$ cat src/rtl/count_display_driver.sv
// ---------------------------------------------------------------------------
// count_display_driver
//
// Converts the 8-bit binary press count to three BCD digits with a
// sequential double-dabble converter, then time-multiplexes the digits onto
// a common-anode 4-digit seven-segment display. The converted value and a
// one-cycle completion strobe are exported for observability.
//
// Parameters:
//   REFRESH_DIV  clock cycles each digit stays lit (2 .. 2**24)
//
// Ports:
//   clk        in   system clock
//   reset      in   synchronous, active-high reset
//   count[7:0] in   binary value to display
//   an[3:0]    out  digit anodes, active-low; an[0] = ones, an[2] = hundreds,
//                   an[3] is unused and held high
//   seg[6:0]   out  segments {g,f,e,d,c,b,a}, active-low
//   dp         out  decimal point, active-low, held off (1)
//   bcd[11:0]  out  last converted value {hundreds, tens, ones}
//   bcd_valid  out  one-cycle pulse in the cycle bcd is updated
//
// Build option:
//   LEADING_ZERO_BLANK_EN  when defined, a zero hundreds digit is blanked, and
//                          the tens digit is blanked when hundreds and tens
//                          are both zero. Slot timing is unchanged.
// ---------------------------------------------------------------------------
module count_display_driver #(
    parameter int unsigned REFRESH_DIV = 100000
) (
    input  logic        clk,
    input  logic        reset,
    input  logic [7:0]  count,
    output logic [3:0]  an,
    output logic [6:0]  seg,
    output logic        dp,
    output logic [11:0] bcd,
    output logic        bcd_valid
);

    // Refresh counter must hold 0 .. REFRESH_DIV-1.
    localparam int unsigned CntW = (REFRESH_DIV > 1) ? $clog2(REFRESH_DIV) : 1;
    localparam logic [CntW-1:0] RefreshLast = CntW'(REFRESH_DIV - 1);

    // -----------------------------------------------------------------------
    // Double-dabble converter
    // -----------------------------------------------------------------------
    typedef enum logic [1:0] {
        StIdle,
        StShift,
        StDone
    } state_e;

    state_e      state;
    logic        first;       // forces one conversion after reset
    logic [7:0]  last_count;  // value most recently taken for conversion
    logic [7:0]  shreg;       // binary bits still to be shifted in
    logic [11:0] scratch;     // BCD accumulator
    logic [2:0]  bit_cnt;     // shifts completed so far
    logic [11:0] scratch_adj;

    // Add 3 to every nibble >= 5 so the following left shift carries
    // correctly into the next decimal digit.
    function automatic logic [11:0] dabble_adjust(input logic [11:0] v);
        logic [11:0] r;
        for (int i = 0; i < 3; i++) begin
            r[i*4 +: 4] = (v[i*4 +: 4] >= 4'd5) ? v[i*4 +: 4] + 4'd3 : v[i*4 +: 4];
        end
        return r;
    endfunction

    always_comb begin
        scratch_adj = dabble_adjust(scratch);
    end

    always_ff @(posedge clk) begin
        if (reset) begin
            state      <= StIdle;
            first      <= 1'b1;
            last_count <= 8'd0;
            shreg      <= 8'd0;
            scratch    <= 12'd0;
            bit_cnt    <= 3'd0;
            bcd        <= 12'd0;
            bcd_valid  <= 1'b0;
        end else begin
            bcd_valid <= 1'b0;
            unique case (state)
                StIdle: begin
                    // Changes seen while busy are caught here via the compare.
                    if (first || (count != last_count)) begin
                        last_count <= count;
                        shreg      <= count;
                        scratch    <= 12'd0;
                        bit_cnt    <= 3'd0;
                        first      <= 1'b0;
                        state      <= StShift;
                    end
                end
                StShift: begin
                    scratch <= {scratch_adj[10:0], shreg[7]};
                    shreg   <= {shreg[6:0], 1'b0};
                    bit_cnt <= bit_cnt + 3'd1;
                    if (bit_cnt == 3'd7) begin
                        state <= StDone;
                    end
                end
                StDone: begin
                    bcd       <= scratch;
                    bcd_valid <= 1'b1;
                    state     <= StIdle;
                end
                default: state <= StIdle;
            endcase
        end
    end

    // -----------------------------------------------------------------------
    // Digit scan timing
    // -----------------------------------------------------------------------
    logic [CntW-1:0] refresh_cnt;
    logic [1:0]      digit_idx;

    always_ff @(posedge clk) begin
        if (reset) begin
            refresh_cnt <= '0;
            digit_idx   <= 2'd0;
        end else if (refresh_cnt == RefreshLast) begin
            refresh_cnt <= '0;
            digit_idx   <= (digit_idx == 2'd2) ? 2'd0 : digit_idx + 2'd1;
        end else begin
            refresh_cnt <= refresh_cnt + 1'b1;
        end
    end

    // -----------------------------------------------------------------------
    // Segment decode and registered display outputs
    // -----------------------------------------------------------------------
    function automatic logic [6:0] seg_decode(input logic [3:0] nib);
        logic [6:0] s;
        case (nib)
            4'd0:    s = 7'b1000000;
            4'd1:    s = 7'b1111001;
            4'd2:    s = 7'b0100100;
            4'd3:    s = 7'b0110000;
            4'd4:    s = 7'b0011001;
            4'd5:    s = 7'b0010010;
            4'd6:    s = 7'b0000010;
            4'd7:    s = 7'b1111000;
            4'd8:    s = 7'b0000000;
            4'd9:    s = 7'b0010000;
            default: s = 7'b1111111;
        endcase
        return s;
    endfunction

    logic [3:0] sel_nib;
    logic       blank;
    logic [3:0] an_next;
    logic [6:0] seg_next;

    always_comb begin
        sel_nib = 4'd0;
        an_next = 4'b1111;
        unique case (digit_idx)
            2'd0: begin
                sel_nib = bcd[3:0];
                an_next = 4'b1110;
            end
            2'd1: begin
                sel_nib = bcd[7:4];
                an_next = 4'b1101;
            end
            2'd2: begin
                sel_nib = bcd[11:8];
                an_next = 4'b1011;
            end
            default: begin
                sel_nib = 4'd0;
                an_next = 4'b1111;
            end
        endcase

`ifdef LEADING_ZERO_BLANK_EN
        // Ones digit is never blanked so a zero count still shows "0".
        blank = ((digit_idx == 2'd2) && (bcd[11:8] == 4'd0)) ||
                ((digit_idx == 2'd1) && (bcd[11:4] == 8'd0));
`else
        blank = 1'b0;
`endif

        if (blank) begin
            an_next  = 4'b1111;
            seg_next = 7'b1111111;
        end else begin
            seg_next = seg_decode(sel_nib);
        end
    end

    always_ff @(posedge clk) begin
        if (reset) begin
            an  <= 4'b1111;
            seg <= 7'b1111111;
        end else begin
            an  <= an_next;
            seg <= seg_next;
        end
    end

    assign dp = 1'b1;

endmodule

$ cat config.mk
export PLATFORM = sky130hd
export DESIGN_NAME = count_display_driver
export DESIGN_NICKNAME = d
export VERILOG_FILES = /design/src/rtl/count_display_driver.sv
export SDC_FILE = /design/constraint.sdc
export NUM_CORES = 1
export LEC_CHECK = 0
export ABC_AREA = 1
export CAP_MARGIN = 20
export CORE_MARGIN = 2
export CORE_UTILIZATION = 40
export CTS_CLUSTER_SIZE = 8
export DETAILED_ROUTE_END_ITERATION = 10
export GPL_TIMING_DRIVEN = 0
export PLACE_DENSITY = 0.58
export SYNTH_ARGS = -nofsm -noshare
export SYNTH_HDL_FRONTEND = slang
export SYNTH_SLANG_ARGS = --single-unit
$ cat constraint.sdc
create_clock -name clk -period 2.75 [get_ports clk]
set_input_delay 0.6875 -clock clk [delete_from_list [all_inputs] [get_ports clk]]
set_output_delay 0.6875 -clock clk [all_outputs]
set_load 0.01 [all_outputs]
==> out/qor.yml, run 1 <==
avgSynthCellArea_um2: 7.692
ant_nets: 0
cp_data_required_time_ns: 2.96
synth_largest_area_cell: "dfxtp_1"
final_nets: 549
reg2regPathDepth: 9
ys_ff_latch: 76
hold_start: "refresh_cnt[0]"
final_area_mm2: 0.004402
clk_pin_slew_ns: 0.07
vias: 3159
cts-root-buf: "clkbuf_8"
holdWs_ns: 0.4556
dpl.cell_count: 625
cp-start-kind: "primary input"
grt_pass1_wl_um: 13460
cp-startpoint: "reset"
cap_violations: 0
chipWidth_um: 100.2
whs_endpoint: "refresh_cnt[0]"
die_height_um: 100.2
final_cell_mix: "85 x nand2_1, 76 x dfxtp_1, 61 x inv_1"
hold_viol_final: 0
clk_latency_ns: 0.35
cts_buffer_depth: 2
setup_tns_ns: 0
slew_headroom_pct: 51.48
drc: 0
fmax_mhz: 464.6
grt_pass1_vias: 2850
critPathCaptureType: "flop"
mostFrequentLayoutCell: "nand2_1"
drt_iter0_drc: 122
placed_area_mm2: 0.004163
synthArstFlopShare_pct: 0
syn_to_final_growth_pct: 18.97
htree_num_levels: 3
start_util_pct: 40.62
finalClockSkew_ns: 0.007992
hp-class: "reg2reg"
cp.arrival_ns: 2.36
cts_buffers: 9
slew_violations: 0
status: "completed"
port_buffers: 32
synth_cell_types: 35
track_usage_pct: 16.86
timing.final.crit_share_pct: 78.27
regToRegSetupSlack_ns: 0.94
die_area_mm2: 0.01004
drive_above_1_share_pct: 13.02
first_pass_iters: 4
hpwl_um: 5738
cts_resized: 0
grt_start_max_net_pins: 14
wl_per_cell_um: 12.32
p_leak_nw: 1.725
hold_depth: 1
cts_sinks: 76
syn_area_mm2: 0.003700
gr-total-overflow: 0
ys.flop_type: "dfxtp_1"
io_pins: 35
post_cts_buffers: 0
yosysTopAreaCellShare_pct: 41.12
r2r_end: "seg[3]"
reg2reg_from: "digit_idx[1]"
hold_buffers: 0
critPathMaxFanout: 10
antenna_cells: 0
cts_tree: "yes"
wl_um: 7896
setup_viol: 0
gp_congestion: 0.8200
powerDensity_mw_per_mm2: 535.3
period_minus_slack_ns: 2.152
yosysWarnings: 0
layout.cells.non_filler: 641
synth_edf_count: 0
rows: 35
seq_area_frac_synth_pct: 41.12
worst_pin_slew_ns: 0.7278
antenna_found_initial: 0
synth_cells: 481
ir_drop_v: 0.0003373
netlist_top_cells_area: "dfxtp_1 41%, nand2_1 8.6%, inv_1 6.2%"
rsz0062_at_grt: "false"
coreArea_mm2: 0.009109
path_class: "in2reg"
vias_per_cell: 4.928
-- synth_stat cells (all sizes together), types with 4 or more instances --
library cell / count
nand4: 11
nor2: 39
or2: 4
dfxtp: 76
nand3: 48
inv: 64
clkbuf: 8
a21oi: 56
nor3: 10
o21ai: 33
buf: 9
ha: 14
o211ai: 4
nand2: 89
o21bai: 7
-- state kept, by name, summed over array words and instances (netlist names) --
register and cells:
refresh_cnt 17, bcd 12, scratch 12, last_count 8, shreg 8, seg 7
an 3, bit_cnt 3, digit_idx 2, state 2, bcd_valid 1, first 1
-- how the worst max path moves through the flow --
stage	to	slack, ns	cells after the start
2_1_floorplan	bit_cnt[2]	1.12	3
3_5_place_dp	scratch[4]	0.24	4
5_1_grt	scratch[7]	0.53	4
6_report	scratch[7]	0.60	4
4_1_cts	scratch[4]	0.63	4
3_3_place_gp	scratch[9]	0.25	4
-- per-layer routing --
| layer | global-route usage (%) | wire, um | vias up |
|---|---|---|---|
| met3 | 4.875 | 282 | 10 |
| met1 | 22.85 | 3970 | 1432 |
| li1 | - | - | 1663 |
| met2 | 26.23 | 3537 | 54 |
| met5 | 0 | 0 | - |
| met4 | 4.847 | 105 | 0 |
-- cell families (layout without fill, tap and decap cells) --
group / after synthesis / count (layout) / share of synthesized area (%)
fa+ha+maj: 14 / 14 / 4.735
buf+inv: 81 / 129 / 9.469
flops: 76 / 76 / 41.12
simple gates: 203 / 203 / 27.36
compound gates: 103 / 103 / 16.50
xor+xnor: 3 / 3 / 0.7103
other cells: 1 / 2 / 0.1014
-- through the flow --
stage | setup slack (ns) | total power [mW] | utilization (%)
floorplan | 1.118 | 1.304 | -
global placement | 0.2458 | 1.364 | 45.70
detailed placement | 0.2413 | 1.368 | 45.70
CTS | 0.6269 | 2.390 | 48.32
global route | 0.5315 | 2.468 | 48.32
finish | 0.5977 | 2.356 | 48.32
-- critical path, cell delays in order --
cell and delay [ns]:
clkdlybuf4s50_1 0.51, clkbuf_1 0.48, clkbuf_1 0.62, a21oi_2 0.05
-- final cells by class --
cell class | instances | area, um2
timing repair buffer | 32 | 320.3
inverter | 64 | 240.2
multi-input combinational | 325 | 1832
buffer | 17 | 110.1
clock buffer | 9 | 123.9
clock inverter | 7 | 115.1
fill | 943 | 4707
tap | 111 | 138.9
sequential | 76 | 1521
-- where the power goes --
| part | switching [mW] | leakage (nW) | total, mW | internal [mW] |
|---|---|---|---|---|
| Clock | 0.417 | 0.115 | 1.02 | 0.599 |
| Sequential | 0.0192 | 0.620 | 1.15 | 1.13 |
| Combinational | 0.112 | 0.990 | 0.189 | 0.0765 |
| Total | 0.548 | 1.73 | 2.36 | 1.81 |
Note: power is estimated with default switching activity, not from simulation.
==> inputs of run 2 (changes only) <==
--- a/config.mk
+++ b/config.mk
@@ -12,7 +12,7 @@
 export CTS_CLUSTER_SIZE = 8
 export DETAILED_ROUTE_END_ITERATION = 10
 export GPL_TIMING_DRIVEN = 0
-export PLACE_DENSITY = 0.58
+export PLACE_DENSITY = 0.6
 export SYNTH_ARGS = -nofsm -noshare
 export SYNTH_HDL_FRONTEND = slang
 export SYNTH_SLANG_ARGS = --single-unit
==> constraint.sdc (replaced) <==
create_clock -name clk -period 1.8 [get_ports clk]
set_input_delay 0.45 -clock clk [delete_from_list [all_inputs] [get_ports clk]]
set_output_delay 0.45 -clock clk [all_outputs]
set_load 0.01 [all_outputs]
==> out/qor.yml, run 2 (synthesis results as in run 1) <==
slowest_stage: "clkdlybuf4s50_1"
regToRegSetupSlack_ns: 0.15  # -0.79 ns
wl_per_cell_um: 12.29  # -0.22%
finalClockSkew_ns: 0.006385  # -0.001607 ns
timing.final.crit_share_pct: 97.22
wl_um: 7879  # -0.22%
drc: 0  # unchanged
critPathCaptureType: "output pin"
hold_buffers: 0  # unchanged
ant_nets: 0  # unchanged
ff_latch_area_mm2: 0.001523  # about the same
hpwl_um: 5748  # +0.18%
cts_tree: "yes"
die_height_um: 100.2  # unchanged
gp_congestion: 0.8288  # +1.1%
fin_util_pct: 48.17  # -0.15 points
path_class: "reg2out"
layout.cells.non_filler: 641  # unchanged
clk_latency_ns: 0.35  # about the same
chipWidth_um: 100.2  # unchanged
clk_pin_slew_ns: 0.08  # about the same
largest_reg_flops: 17  # unchanged
first_pass_iters: 4  # unchanged
reg_top3: "refresh_cnt: 17 flops, bcd: 12 flops, scratch: 12 flops"
start_util_pct: 40.62  # unchanged
coreArea_mm2: 0.009109  # unchanged
crit_path_max_incr_delay_ns: 0.56  # -0.06 ns
gr-total-overflow: 0  # unchanged
drive_above_1_share_pct: 14.72  # +1.7 points
path_cells: "clkdlybuf4s50_1"
worst_pin_slew_ns: 0.5958  # -0.1320 ns
cts_buffer_depth: 2  # unchanged
syn_to_final_growth_pct: 18.60
status: "completed"
cp.arrival_ns: 1.30  # -1.06 ns
dpl.cell_count: 625  # unchanged
drt_iter0_drc: 135  # +11%
r2r_end: "seg[3]"
die_area_mm2: 0.01004  # unchanged
cts_sinks: 76  # unchanged
rows: 35  # unchanged
fmax_mhz: 571.5
vias: 3134  # -0.79%
antenna_cells: 0  # unchanged
antenna_found_initial: 0  # unchanged
grt_pass1_wl_um: 13470  # about the same
cts-root-buf: "clkbuf_8"
grt_pass1_vias: 2937  # +3.1%
slew_violations: 0  # unchanged
cap_violations: 0  # unchanged
setup_tns_ns: 0  # unchanged
setup_viol: 0  # unchanged
final_nets: 549  # unchanged
worst-path-buf-inv: 1  # -2
final_cell_mix: "84 x nand2_1, 75 x dfxtp_1, 60 x inv_1"
whs_endpoint: "refresh_cnt[0]"
ir_drop_v: 0.0004226  # +25%
grt_start_max_net_pins: 14  # unchanged
hold_viol_final: 0  # unchanged
htree_num_levels: 3  # unchanged
crit_family: "buffers and inverters"
hold_start: "refresh_cnt[0]"
top_register: "refresh_cnt"
cts_buffers: 9  # unchanged
p_leak_nw: 1.759  # +1.9%
rsz0062_at_grt: "false"
cp-start-kind: "flop"
vias_per_cell: 4.889  # -0.79%
mostFrequentLayoutCell: "nand2_1"
reg2reg_from: "digit_idx[1]"
critPathMaxFanout: 3  # -7
track_usage_pct: 16.81  # -0.051 points
critical_path_depth: 1  # -3
cp_data_required_time_ns: 1.35  # -1.61 ns
io_pins: 35  # unchanged
post_cts_buffers: 0  # unchanged
hp-class: "reg2reg"
multiInputGateArea_mm2: 0.001852  # +1.1%
hold_depth: 1  # unchanged
port_buffers: 32  # unchanged
slew_headroom_pct: 60.24  # +8.8 points
fillers: 934  # -0.95%
placed_area_mm2: 0.004163  # unchanged
final_area_mm2: 0.004388  # -0.31%
reg2regPathDepth: 10  # +1
period_minus_slack_ns: 1.750
powerDensity_mw_per_mm2: 756.4  # +41%
[run 2: cell types whose count changed in the layout (fill, tap and decap cells not counted), moves of 2 or more]
cell and delta:
clkbuf_2 +2, bufinv_16 -2, clkdlybuf4s50_1 -4, dlymetal6s2s_1 +4, nor2_1 -3, nor2_2 +2
clkbuf_1 -2
[run 2: layout make-up]
class,count,share of cell area (%)
buffer,17,2.566
clock inverter,7,1.540
timing repair buffer,32,7.528
sequential,76,34.70
tap,111,3.165
clock buffer,9,2.823
inverter,64,5.475
multi-input combinational,325,42.20
[run 2: through the flow]
step	hold slack, ns	power (mW)	setup WS [ns]
2_1_floorplan	0.4175	1.992	0.1776
3_3_place_gp	0.4307	2.082	-0.4522
3_5_place_dp	0.4374	2.089	-0.4268
4_1_cts	0.4523	3.367	0.01175
5_1_grt	0.4628	3.483	0.001072
6_report	0.4488	3.319	0.05007
[run 2: timing repair]
item                       CTS  global route
gates resized for setup      3            12
setup endpoints to repair   11            31
pin swaps                    0             0
hold endpoints to repair     0             0
[run 2: per-layer routing]
| layer | wire length (um) | global-route usage, % | part of all wire, % | up-vias |
|---|---|---|---|---|
| met4 | 72 | 4.320 | 0.91 | 0 |
| li1 | - | - | - | 1664 |
| met5 | 0 | 0 | 0 | - |
| met1 | 3967 | 22.29 | 50 | 1426 |
| met2 | 3603 | 27.00 | 46 | 39 |
| met3 | 236 | 4.805 | 3.0 | 5 |
[run 2: worst max path at each step]
stage,from,endpoint,slack [ns]
floorplan,digit_idx[1],seg[3],0.18
global route,refresh_cnt[0],refresh_cnt[15],0.001
CTS,reset,last_count[6],0.01
global placement,reset,scratch[6],-0.45
finish,bcd[1],bcd[1],0.05
detailed placement,reset,scratch[6],-0.43
[run 2: report_power, final]
group          internal [mW]  switching [mW]
Sequential              1.73          0.0287
Combinational          0.117           0.172
Clock                  0.632           0.640
==> inputs of run 3 (changes only) <==
--- a/config.mk
+++ b/config.mk
@@ -12,7 +12,8 @@
 export CTS_CLUSTER_SIZE = 8
 export DETAILED_ROUTE_END_ITERATION = 10
 export GPL_TIMING_DRIVEN = 0
-export PLACE_DENSITY = 0.6
+export PLACE_DENSITY = 0.7
+export SLEW_MARGIN = 25
 export SYNTH_ARGS = -nofsm -noshare
 export SYNTH_HDL_FRONTEND = slang
 export SYNTH_SLANG_ARGS = --single-unit
==> out/qor.yml, run 3 (synthesis results as in run 1) <==
status: "completed"
antenna_found_initial: 0  # unchanged
vias_per_cell: 4.997  # +2.2%
hpwl_um: 5720  # -0.50%
wl_per_cell_um: 12.29  # about the same
gr-total-overflow: 0  # unchanged
ir_drop_v: 0.0003651  # -14%
fillers: 871  # -6.7%
slew_violations: 0  # unchanged
coreArea_mm2: 0.009109  # unchanged
finalClockSkew_ns: 0.01190  # +0.005518 ns
crit_path_max_incr_delay_ns: 0.56  # about the same
timing.final.crit_share_pct: 97.37  # +0.15 points
powerDensity_mw_per_mm2: 817.0  # +8.0%
cp.arrival_ns: 1.30  # about the same
worst_pin_slew_ns: 0.5949  # -0.0009106 ns
drive_above_1_share_pct: 14.74  # +0.028 points
setup_tns_ns: 0  # unchanged
clk_pin_slew_ns: 0.08  # about the same
top_register: "refresh_cnt"
mostFrequentLayoutCell: "nand2_1"
cts-root-buf: "clkbuf_8"
cts_buffers: 9  # unchanged
clk_latency_ns: 0.35  # about the same
gp_congestion: 0.8021  # -3.2%
post_cts_buffers: 0  # unchanged
path_class: "reg2out"
fmax_mhz: 570.6  # -0.16%
htree_num_levels: 3  # unchanged
vias: 3198  # +2.0%
hp-class: "reg2reg"
critPathMaxFanout: 3  # unchanged
worst-path-buf-inv: 1  # unchanged
grt_start_max_net_pins: 13  # -1
cts_sinks: 76  # unchanged
period_minus_slack_ns: 1.753  # +0.002723 ns
cp-start-kind: "flop"
die_height_um: 100.2  # unchanged
track_usage_pct: 16.64  # -0.17 points
drc: 0  # unchanged
grt_pass1_vias: 2942  # +0.17%
io_pins: 35  # unchanged
dp_slack_ns: -0.3991  # +0.02765 ns
holdWs_ns: 0.4505  # +0.001703 ns
largest_reg_flops: 17  # unchanged
setup_viol: 0  # unchanged
slew_headroom_pct: 60.30  # +0.061 points
final_cell_mix: "84 x nand2_1, 75 x dfxtp_1, 59 x inv_1"
rows: 35  # unchanged
start_util_pct: 40.62  # unchanged
path_cells: "clkdlybuf4s50_1"
dpl.cell_count: 625  # unchanged
regToRegSetupSlack_ns: 0.14  # about the same
hold_viol_final: 0  # unchanged
antenna_cells: 0  # unchanged
die_area_mm2: 0.01004  # unchanged
wl_um: 7864  # -0.19%
p_leak_nw: 1.790  # +1.8%
first_pass_iters: 4  # unchanged
cp_data_required_time_ns: 1.35  # about the same
syn_to_final_growth_pct: 20.05
cts_buffer_depth: 2  # unchanged
port_buffers: 32  # unchanged
final_nets: 549  # unchanged
ant_nets: 0  # unchanged
grt_pass1_wl_um: 13440  # -0.20%
critPathCaptureType: "output pin"
cap_violations: 0  # unchanged
slowest_stage: "clkdlybuf4s50_1"
reg_top3: "refresh_cnt: 17 flops, bcd: 12 flops, scratch: 12 flops"
chipWidth_um: 100.2  # unchanged
drt_iter0_drc: 162  # +20%
cts_tree: "yes"
setup_slack_ns: 0.04735  # -0.002723 ns
crit_family: "buffers and inverters"
layout.cells.non_filler: 640  # -0.16%
-- run 3: cell count changes in the layout (fill, tap and decap cells not counted), sizes merged --
cell / delta
clkinvlp: -3
bufinv: +2
clkdlybuf4s50: -1
dlymetal6s2s: +1
clkinv: -1
clkbuf: +1
-- run 3: layout make-up --
type	count	area (um2)	share of cell area, %
multi-input combinational	325	1857	41.80
sequential	76	1523	34.28
timing repair buffer	32	332.8	7.493
inverter	64	240.2	5.408
tap	111	138.9	3.127
clock buffer	10	137.6	3.099
buffer	17	112.6	2.535
clock inverter	5	100.1	2.254
-- run 3: metal layers --
| metal | wire (um) | up-vias | global-route usage, % |
|---|---|---|---|
| li1 | - | 1669 | - |
| met1 | 3762 | 1474 | 21.28 |
| met2 | 3767 | 49 | 27.52 |
| met3 | 249 | 6 | 3.691 |
| met4 | 85 | 0 | 6.217 |
| met5 | 0 | - | 0 |
-- run 3: what timing repair did --
item / CTS / global route
endpoints found under the setup margin: 11 / 40
resized for setup: 3 / 15
hold buffers: 0 / 0
pin swaps: 0 / 2
-- run 3: report_power, final --
group          internal, mW  total, mW  switching [mW]
registers              1.73       1.76          0.0287
logic                 0.116      0.287           0.171
clock network         0.947       1.58           0.635
total                  2.79       3.63           0.835
-- run 3: path summary, 6_finish.rpt --
path	start	end	cells past startpoint
max	bcd[3]	bcd[3]	1
min	refresh_cnt[0]	refresh_cnt[0]	1
max reg2reg	digit_idx[1]	seg[3]	8
min reg2reg	refresh_cnt[0]	refresh_cnt[0]	1
-- run 3: metrics by stage --
| step | cell area, um2 | util (%) | power (mW) |
|---|---|---|---|
| 2_1_floorplan | 3704 | - | 1.992 |
| 3_3_place_gp | 4163 | 45.70 | 2.080 |
| 3_5_place_dp | 4163 | 45.70 | 2.088 |
| 4_1_cts | 4407 | 48.38 | 3.652 |
| 5_1_grt | 4442 | 48.76 | 3.754 |
| 6_report | 4442 | 48.76 | 3.629 |
